===== config.mk =====
export PLATFORM = sky130hd
export DESIGN_NAME = pixel_dispatcher
export DESIGN_NICKNAME = d
export VERILOG_FILES = /design/src/rtl/pixel_dispatcher.sv
export SDC_FILE = /design/constraint.sdc
export NUM_CORES = 1
export LEC_CHECK = 0
export ABC_AREA = 1
export BUFFER_PORTS_ARGS = -buffer_cell sky130_fd_sc_hd__buf_2
export CAP_MARGIN = 20
export CORE_MARGIN = 4
export CORE_UTILIZATION = 40
export DETAILED_ROUTE_END_ITERATION = 6
export HOLD_SLACK_MARGIN = 0.03
export PLACE_DENSITY = 0.67
export SYNTH_ARGS = -nofsm -noshare
export SYNTH_HDL_FRONTEND = slang
export SYNTH_SLANG_ARGS = --single-unit

===== constraint.sdc =====
create_clock -name aclk -period 2.25 [get_ports aclk]
set_clock_uncertainty 0.15 [all_clocks]
set_input_delay 0.1125 -clock aclk [delete_from_list [all_inputs] [get_ports aclk]]
set_output_delay 0.1125 -clock aclk [all_outputs]
set_load 0.02 [all_outputs]

===== src/rtl/pixel_dispatcher.sv =====
// Raster-order pixel job dispatcher feeding up to four cores round-robin.
// One job offered per cycle; a stalled core holds the whole stream.
module pixel_dispatcher #(
  parameter int COORD_W = 11
) (
  input  logic               aclk,
  input  logic               aresetn,
  input  logic               start,
  input  logic [COORD_W-1:0] frame_width,
  input  logic [COORD_W-1:0] frame_height,
  input  logic [2:0]         no_of_extra_cores,
  output logic [COORD_W-1:0] job_x_1,
  output logic [COORD_W-1:0] job_y_1,
  output logic               job_valid_1,
  input  logic               job_ready_1,
  output logic [COORD_W-1:0] job_x_2,
  output logic [COORD_W-1:0] job_y_2,
  output logic               job_valid_2,
  input  logic               job_ready_2,
  output logic [COORD_W-1:0] job_x_3,
  output logic [COORD_W-1:0] job_y_3,
  output logic               job_valid_3,
  input  logic               job_ready_3,
  output logic [COORD_W-1:0] job_x_4,
  output logic [COORD_W-1:0] job_y_4,
  output logic               job_valid_4,
  input  logic               job_ready_4,
  output logic               job_last,
  output logic               busy,
  output logic               frame_done
);

  typedef enum logic [1:0] {
    IDLE,
    ISSUE,
    DONE
  } state_t;

  localparam logic [COORD_W-1:0] ONE = COORD_W'(1);

  state_t             state;
  state_t             state_nx;
  logic [COORD_W-1:0] x;
  logic [COORD_W-1:0] y;
  logic [COORD_W-1:0] wid;
  logic [COORD_W-1:0] hgt;
  logic [1:0]         ptr;
  logic [1:0]         last_core;
  logic               ready_cur;
  logic               at_eol;
  logic               at_last;
  logic               xfer;
  logic               zero_size;

  always_comb begin
    ready_cur = 1'b0;
    unique case (ptr)
      2'd0: ready_cur = job_ready_1;
      2'd1: ready_cur = job_ready_2;
      2'd2: ready_cur = job_ready_3;
      2'd3: ready_cur = job_ready_4;
      default: ready_cur = 1'b0;
    endcase
  end

  assign at_eol    = (x == wid - ONE);
  assign at_last   = (state == ISSUE) && at_eol
                     && (y == hgt - ONE);
  assign xfer      = (state == ISSUE) && ready_cur;
  assign zero_size = (frame_width == '0)
                     || (frame_height == '0);

  always_comb begin
    state_nx = state;
    unique case (state)
      IDLE: begin
        if (start) begin
          state_nx = zero_size ? DONE : ISSUE;
        end
      end
      ISSUE: begin
        if (xfer && at_last) begin
          state_nx = DONE;
        end
      end
      DONE:    state_nx = IDLE;
      default: state_nx = IDLE;
    endcase
  end

  always_ff @(posedge aclk or negedge aresetn) begin
    if (!aresetn) begin
      state <= IDLE;
    end else begin
      state <= state_nx;
    end
  end

  // Coordinates return to 0 after the last job so idle outputs stay clean.
  always_ff @(posedge aclk or negedge aresetn) begin
    if (!aresetn) begin
      x         <= '0;
      y         <= '0;
      wid       <= '0;
      hgt       <= '0;
      ptr       <= '0;
      last_core <= '0;
    end else if (state == IDLE) begin
      if (start) begin
        wid       <= frame_width;
        hgt       <= frame_height;
        last_core <= (no_of_extra_cores > 3'd3) ? 2'd3
                     : no_of_extra_cores[1:0];
        x         <= '0;
        y         <= '0;
        ptr       <= '0;
      end
    end else if (xfer) begin
      if (at_last) begin
        x   <= '0;
        y   <= '0;
        ptr <= '0;
      end else begin
        ptr <= (ptr == last_core) ? 2'd0 : ptr + 2'd1;
        if (at_eol) begin
          x <= '0;
          y <= y + ONE;
        end else begin
          x <= x + ONE;
        end
      end
    end
  end

  assign job_x_1 = x;
  assign job_x_2 = x;
  assign job_x_3 = x;
  assign job_x_4 = x;
  assign job_y_1 = y;
  assign job_y_2 = y;
  assign job_y_3 = y;
  assign job_y_4 = y;

  assign job_valid_1 = (state == ISSUE) && (ptr == 2'd0);
  assign job_valid_2 = (state == ISSUE) && (ptr == 2'd1);
  assign job_valid_3 = (state == ISSUE) && (ptr == 2'd2);
  assign job_valid_4 = (state == ISSUE) && (ptr == 2'd3);

  assign job_last   = at_last;
  assign busy       = (state != IDLE);
  assign frame_done = (state == DONE);

endmodule


Yosys cells after proc, flatten, opt, wreduce, memory -nomap -nowiden

Cells that the tools add are included.

Register bits: 50
Bits of input ports: 32
Output and inout port bits: 95
Word-level logic and storage cells: 63

Add/sub/neg operators: 5
Order comparisons: 1
Equal/unequal tests: 10
Mux-type cells: 20
Reduce and logical (&&, ||, !) cells: 20

Operators with widths:

| cell                                                                            | count |
|---|---|
| 11-bit two-way mux                                                              | 9 |
| 11-bit by 1-bit adder with 11-bit output, second input constant                 | 2 |
| 11-bit == test                                                                  | 2 |
| 11-bit logical NOT                                                              | 2 |
| 11-bit by 1-bit subtractor with 11-bit output, second input constant            | 2 |
| 2-bit two-way mux                                                               | 9 |
| 1-bit logical AND                                                               | 8 |
| 2-bit == test, second input constant                                            | 3 |
| 2-bit AND reduction                                                             | 3 |
| 2-bit by 1-bit == test with 1-bit output, second input constant                 | 2 |
| 2-bit logical NOT                                                               | 2 |
| 1-bit case mux with 4 select lines                                              | 1 |
| 2-bit case mux with 2 select lines                                              | 1 |
| 2-bit nonzero test                                                              | 2 |
| 3-bit by 2-bit greater-than comparator with 1-bit output, second input constant | 1 |
| 3-bit AND reduction                                                             | 1 |
| 3-bit nonzero test                                                              | 1 |
| 2-bit by 1-bit adder with 2-bit output, second input constant                   | 1 |
| 2-bit == test                                                                   | 1 |
| 2-bit by 1-bit != test with 1-bit output, second input constant                 | 1 |
| 2-bit != test, second input constant                                            | 1 |
| 1-bit logical OR                                                                | 1 |

Logic depth before layout (Yosys ltp)

Word-level depth: 7
Gate-level depth with buffers: 17
Gate-level depth less buffers: 16

Least setup slack after synthesis

Ideal clock, no wire load.

Kind: reg2out
Start point: reg wid[0]
End point: out job_last
Data arrival time: 1.930 ns
Data required time: 1.987 ns
Slack: 0.058 ns
Cell stages (with the launch flop): 13
Buffers on the path: 0
Cells stage by stage: dfrtp_1 inv_2 ha_1 nand2_2 nor2_4 nand2_1 nand3_1 nand2_1 nor2_2 nand2_2 nor2_4 inv_1 nor3_1

Cells in the longest elaborated chain, start to end: 4

RTL lines:

| item                                          | RTL line | text |
|---|---|---|
| from (decl)                                   | 45       | `logic [COORD_W-1:0] wid;` |
| from (signal assigned)                        | 110      | `wid <= frame_width;` |
| 11-bit by 1-bit subtractor with 11-bit output | 66       | `assign at_eol = (x == wid - ONE);` |
| 11-bit == test                                | 66       |  |
| 1-bit logical AND                             | 67       | `assign at_last = (state == ISSUE) && at_eol` |
| 1-bit logical AND                             | 68       | `&& (y == hgt - ONE);` |
| to (decl)                                     | 28       | `output logic job_last,` |

Every way passes these cells.

Worst setup path in the final report

Start point: reg wid[1]
End point: out job_last

Same word-level chain as after synthesis.

==> impl_metrics.csv <==
group,metric,value,unit
logic_synthesis,yosys_warnings,0,
floorplanning,rows,36,
detailed_routing,drt_iter0_drc,302,
detailed_routing,drcViolationCount,0,
grt,grt_use_met3,2.309,%
status,violations,"setup timing",
timing,report.final.slew_viol_count,0,
clock_network,cts_tree,"done",
timing,worst_slew_margin_rel,62.22,%
grt,antenna_found_initial,0,
placed_design,port_buffers,126,
clock_network,cts-root-buf,"clkbuf_8",
clock_network,cts_buffers,5,
job,cap_violations,0,
detailed_routing,drtAntennaViolNets,0,
setup_path,worstPathMaxFanout,5,
finish,antenna_cells,0,
pwr,power.switching,3.037,mW
pwr,p_int,2.992,mW
pwr,power.leakage,2.758,nW
pwr,combPwrFrac,60.8,%
timing,hold_violations,0,
detailed_routing,wl_per_cell,13.53,µm
pwr,seqPwrFrac,26.0,%
hold_path,hold_path_class,"input port to asynchronous set/reset pin",
clock_network,cts_buffer_depth,2,
setup_path,critPathRequiredTime,1.99,ns
setup_path,crit_top_cell,"inv_2",
grt,busiest_layer,"met2",
timing,worstMarginPinSlew,0.5667,ns
floorplanning,start_util,41.27,%
grt,grt_pass1_wl,18070,µm
clock_network,path_clk_slew,0.11,ns
timing,fmax,0.4119,GHz
pwr,power.total,6.028,mW
detailed_routing,routed_wirelength,11520,µm
pwr,p_per_area,1165,nW/µm²
placed_design,gp_congestion,0.9193,
logic_synthesis,netlist.area_leader.share,30.73,%
detailed_routing,viasPerCell,4.912,
finish,synthToLayoutAreaGrowth,27.07,%
grt,globalRouteMet1Util,25.66,%
finish,nets,758,
grt,met2_usage,31.93,%
floorplanning,fp.dieH,108.9,µm
grt,grt_pass1_vias,3845,
setup_path,critical_path_arrival,2.17,ns
logic_synthesis,ys_ff_latch,50,
placed_design,hpwl,8361,µm
setup_path,crit_path_cell_trace,"inv_2 -> ha_4 -> nand2_4 -> nor2_4 -> nand3_2 -> nand2_2 -> inv_2 -> nor2_2 -> nand3_2 -> nor2_4 -> inv_2 -> nor3_4 -> buf_6",
clock_network,ctsHtreeMaxLevel,2,
timing,rsz0062_at_grt,"true",
grt,track_usage,19.14,%
logic_synthesis,syn_area_per_cell,6.752,µm²
timing,timing.final.crit_share,107.9,%
finish,nFillCells,941,
logic_synthesis,syn_area,4071,µm²
logic_synthesis,synth_area_leaders,"dfrtp_1 31%, nand2_1 16%, buf_4 13%",
pwr,ir_drop,0.0004618,V
pwr,clkPwrFrac,13.1,%
detailed_routing,first_pass_iters,5,
timing,period_needed,2.428,ns
status,status,"complete, but fails checks",
finish,drive_above_1_share,33.15,%
clock_network,clkLatencyLatePin,0.32,ns
logic_synthesis,synth_cell_type_count,30,
setup_path,worst_setup_path_end_kind,"output pin",
grt,grt_max_degree,44,
floorplanning,dieArea,11860,µm²
placed_design,place_ws,-0.1027,ns
timing,finalSetupViolCount,14,
floorplanning,core_region_area,9864,µm²
floorplanning,io_pins,127,
setup_path,crit_type,"register to output pin",
setup_path,max_stage_delay,0.41,ns
logic_synthesis,synth_fp_nets,644,
pwr,p_sw_share,50.37,%
floorplanning,die_w,108.9,µm
setup_path,cpMaxStageDelayCell,"dfrtp_1",
detailed_routing,vias,4180,
grt,overflow,0,
setup_path,startpoint_type,"register",
logic_synthesis,seq_area_frac_synth,30.73,%
logic_synthesis,synthCells,603,
timing,layout_setup_ws,-0.1781,ns
logic_synthesis,synth_top_area_cell,"dfrtp_1",
clock_network,cts.sinks,50,
critical path: cells and delay by family (launching register included):
kind	cells	cell delay [ns]
fa+ha+maj	1	0.16
buf+inv	4	0.32
flops	1	0.41
simple gates	8	0.95
repair_timing:
| item | 4_1_cts | 5_1_grt |
|---|---|---|
| hold buffers | 28 | 0 |
| endpoints found under the hold margin | 48 | 0 |
| gates resized for setup | 24 | 41 |
| gates cloned | 0 | 1 |
| setup buffers | 4 | 4 |
| setup endpoints to repair | 23 | 26 |
| pin swaps | 13 | 21 |
cell usage in the layout, fill, tap and decap left out, types with 2 or more instances in the layout:
master | Yosys | layout
nor3_2 | 0 | 2
nand3_4 | 0 | 2
nand3_2 | 2 | 6
buf_6 | 3 | 5
nand2_4 | 0 | 3
nand4_1 | 4 | 4
nand2_2 | 5 | 11
inv_1 | 59 | 53
inv_2 | 10 | 16
dlygate4sd3_1 | 0 | 28
bufinv_16 | 0 | 2
nor3_1 | 13 | 10
o21ai_0 | 30 | 26
a21oi_1 | 9 | 8
nor2_2 | 5 | 14
nand3_1 | 51 | 46
dfrtp_2 | 0 | 3
ha_1 | 9 | 7
nor4_1 | 5 | 5
nor2_1 | 62 | 49
buf_2 | 2 | 125
xor2_1 | 13 | 12
buf_4 | 68 | 25
nand2_1 | 172 | 163
nor2_4 | 8 | 12
ha_4 | 0 | 2
o21ai_1 | 2 | 6
nand3b_1 | 2 | 2
xnor2_1 | 8 | 8
clkbuf_8 | 0 | 5
dfrtp_1 | 50 | 47
routing by layer:
metal  part of all wire, %  wire length (µm)  up-vias
met2                    49              5602      165
met3                   6.2               709       23
met1                    43              4932     1951
met5                     0                 0        -
li1                      -                 -     2041
met4                   2.4               274        0
cell families after synthesis:
family | synth area share [%]
AOI/OAI and AO/OA | 5.624
and+or+nand+nor | 35.92
xor gates and xnor gates | 4.518
adders and majority gates | 2.766
DFF | 30.73
buffers and inverters | 20.44
Yosys cell counts, drive strengths merged:
library cell  number
nor2              75
o211ai             1
clkbuf             5
nor3b              1
dfrtp             50
inv               69
buf               73
nand2            177
nor4               5
a22o               1
a21oi              9
nand3b             2
o21ai             32
xnor2              8
xor2              13
o21a               1
nor3              13
ha                 9
nand4              4
nand3             53
or2                2
cell type report:
class	count	area [µm²]	area share, %
timing repair buffer	184	1170	22.61
inverter	69	259.0	5.006
clock buffer	5	68.82	1.330
multi-input combinational	407	2186	42.25
tap	133	166.4	3.216
clock inverter	3	68.82	1.330
sequential	50	1255	24.26
final timing paths:
path                              from    endpoint  slack (ns)  cells past startpoint
setup / recovery                wid[1]    job_last       -0.18                     13
hold / removal                 aresetn  job_x_1[4]        0.16                      2
setup reg to reg                wid[1]  job_y_1[2]       -0.04                     16
hold reg to reg                wid[10]     wid[10]        0.35                      2
max in group asynchronous      aresetn  job_y_1[5]        1.23                      3
min in group aclk          job_ready_4    state[0]        0.23                      7
state kept, by name (all words and copies together), names as in the netlist:
name	flops
state	2
last_core	2
job_x_1	11
hgt	11
ptr	2
wid	11
job_y_1	11
power by group through the flow:
stage               clock, mW  combinational [mW]  sequential, mW
finish                  0.792                3.67            1.57
floorplan                   0                2.45            1.54
CTS                     0.800                3.42            1.55
detailed placement          0                3.20            1.56
global placement            0                3.13            1.55
global route            0.844                4.06            1.63
metrics by stage:
step / cell area (µm²) / instances / util [%] / hold slack, ns / setup TNS, ns
6_report: 5174 / 851 / 52.45 / 0.1575 / -0.4841
3_3_place_gp: 4473 / 806 / 45.35 / -0.01255 / -0.4783
4_1_cts: 5004 / 846 / 50.72 / 0.1741 / -0.1255
3_5_place_dp: 4473 / 806 / 45.35 / -0.01125 / -1.265
2_1_floorplan: 4071 / 603 / - / -0.3331 / 0
5_1_grt: 5174 / 851 / 52.45 / 0.2158 / -2.654
No activity file was read; power rests on OpenSTA's default activity.
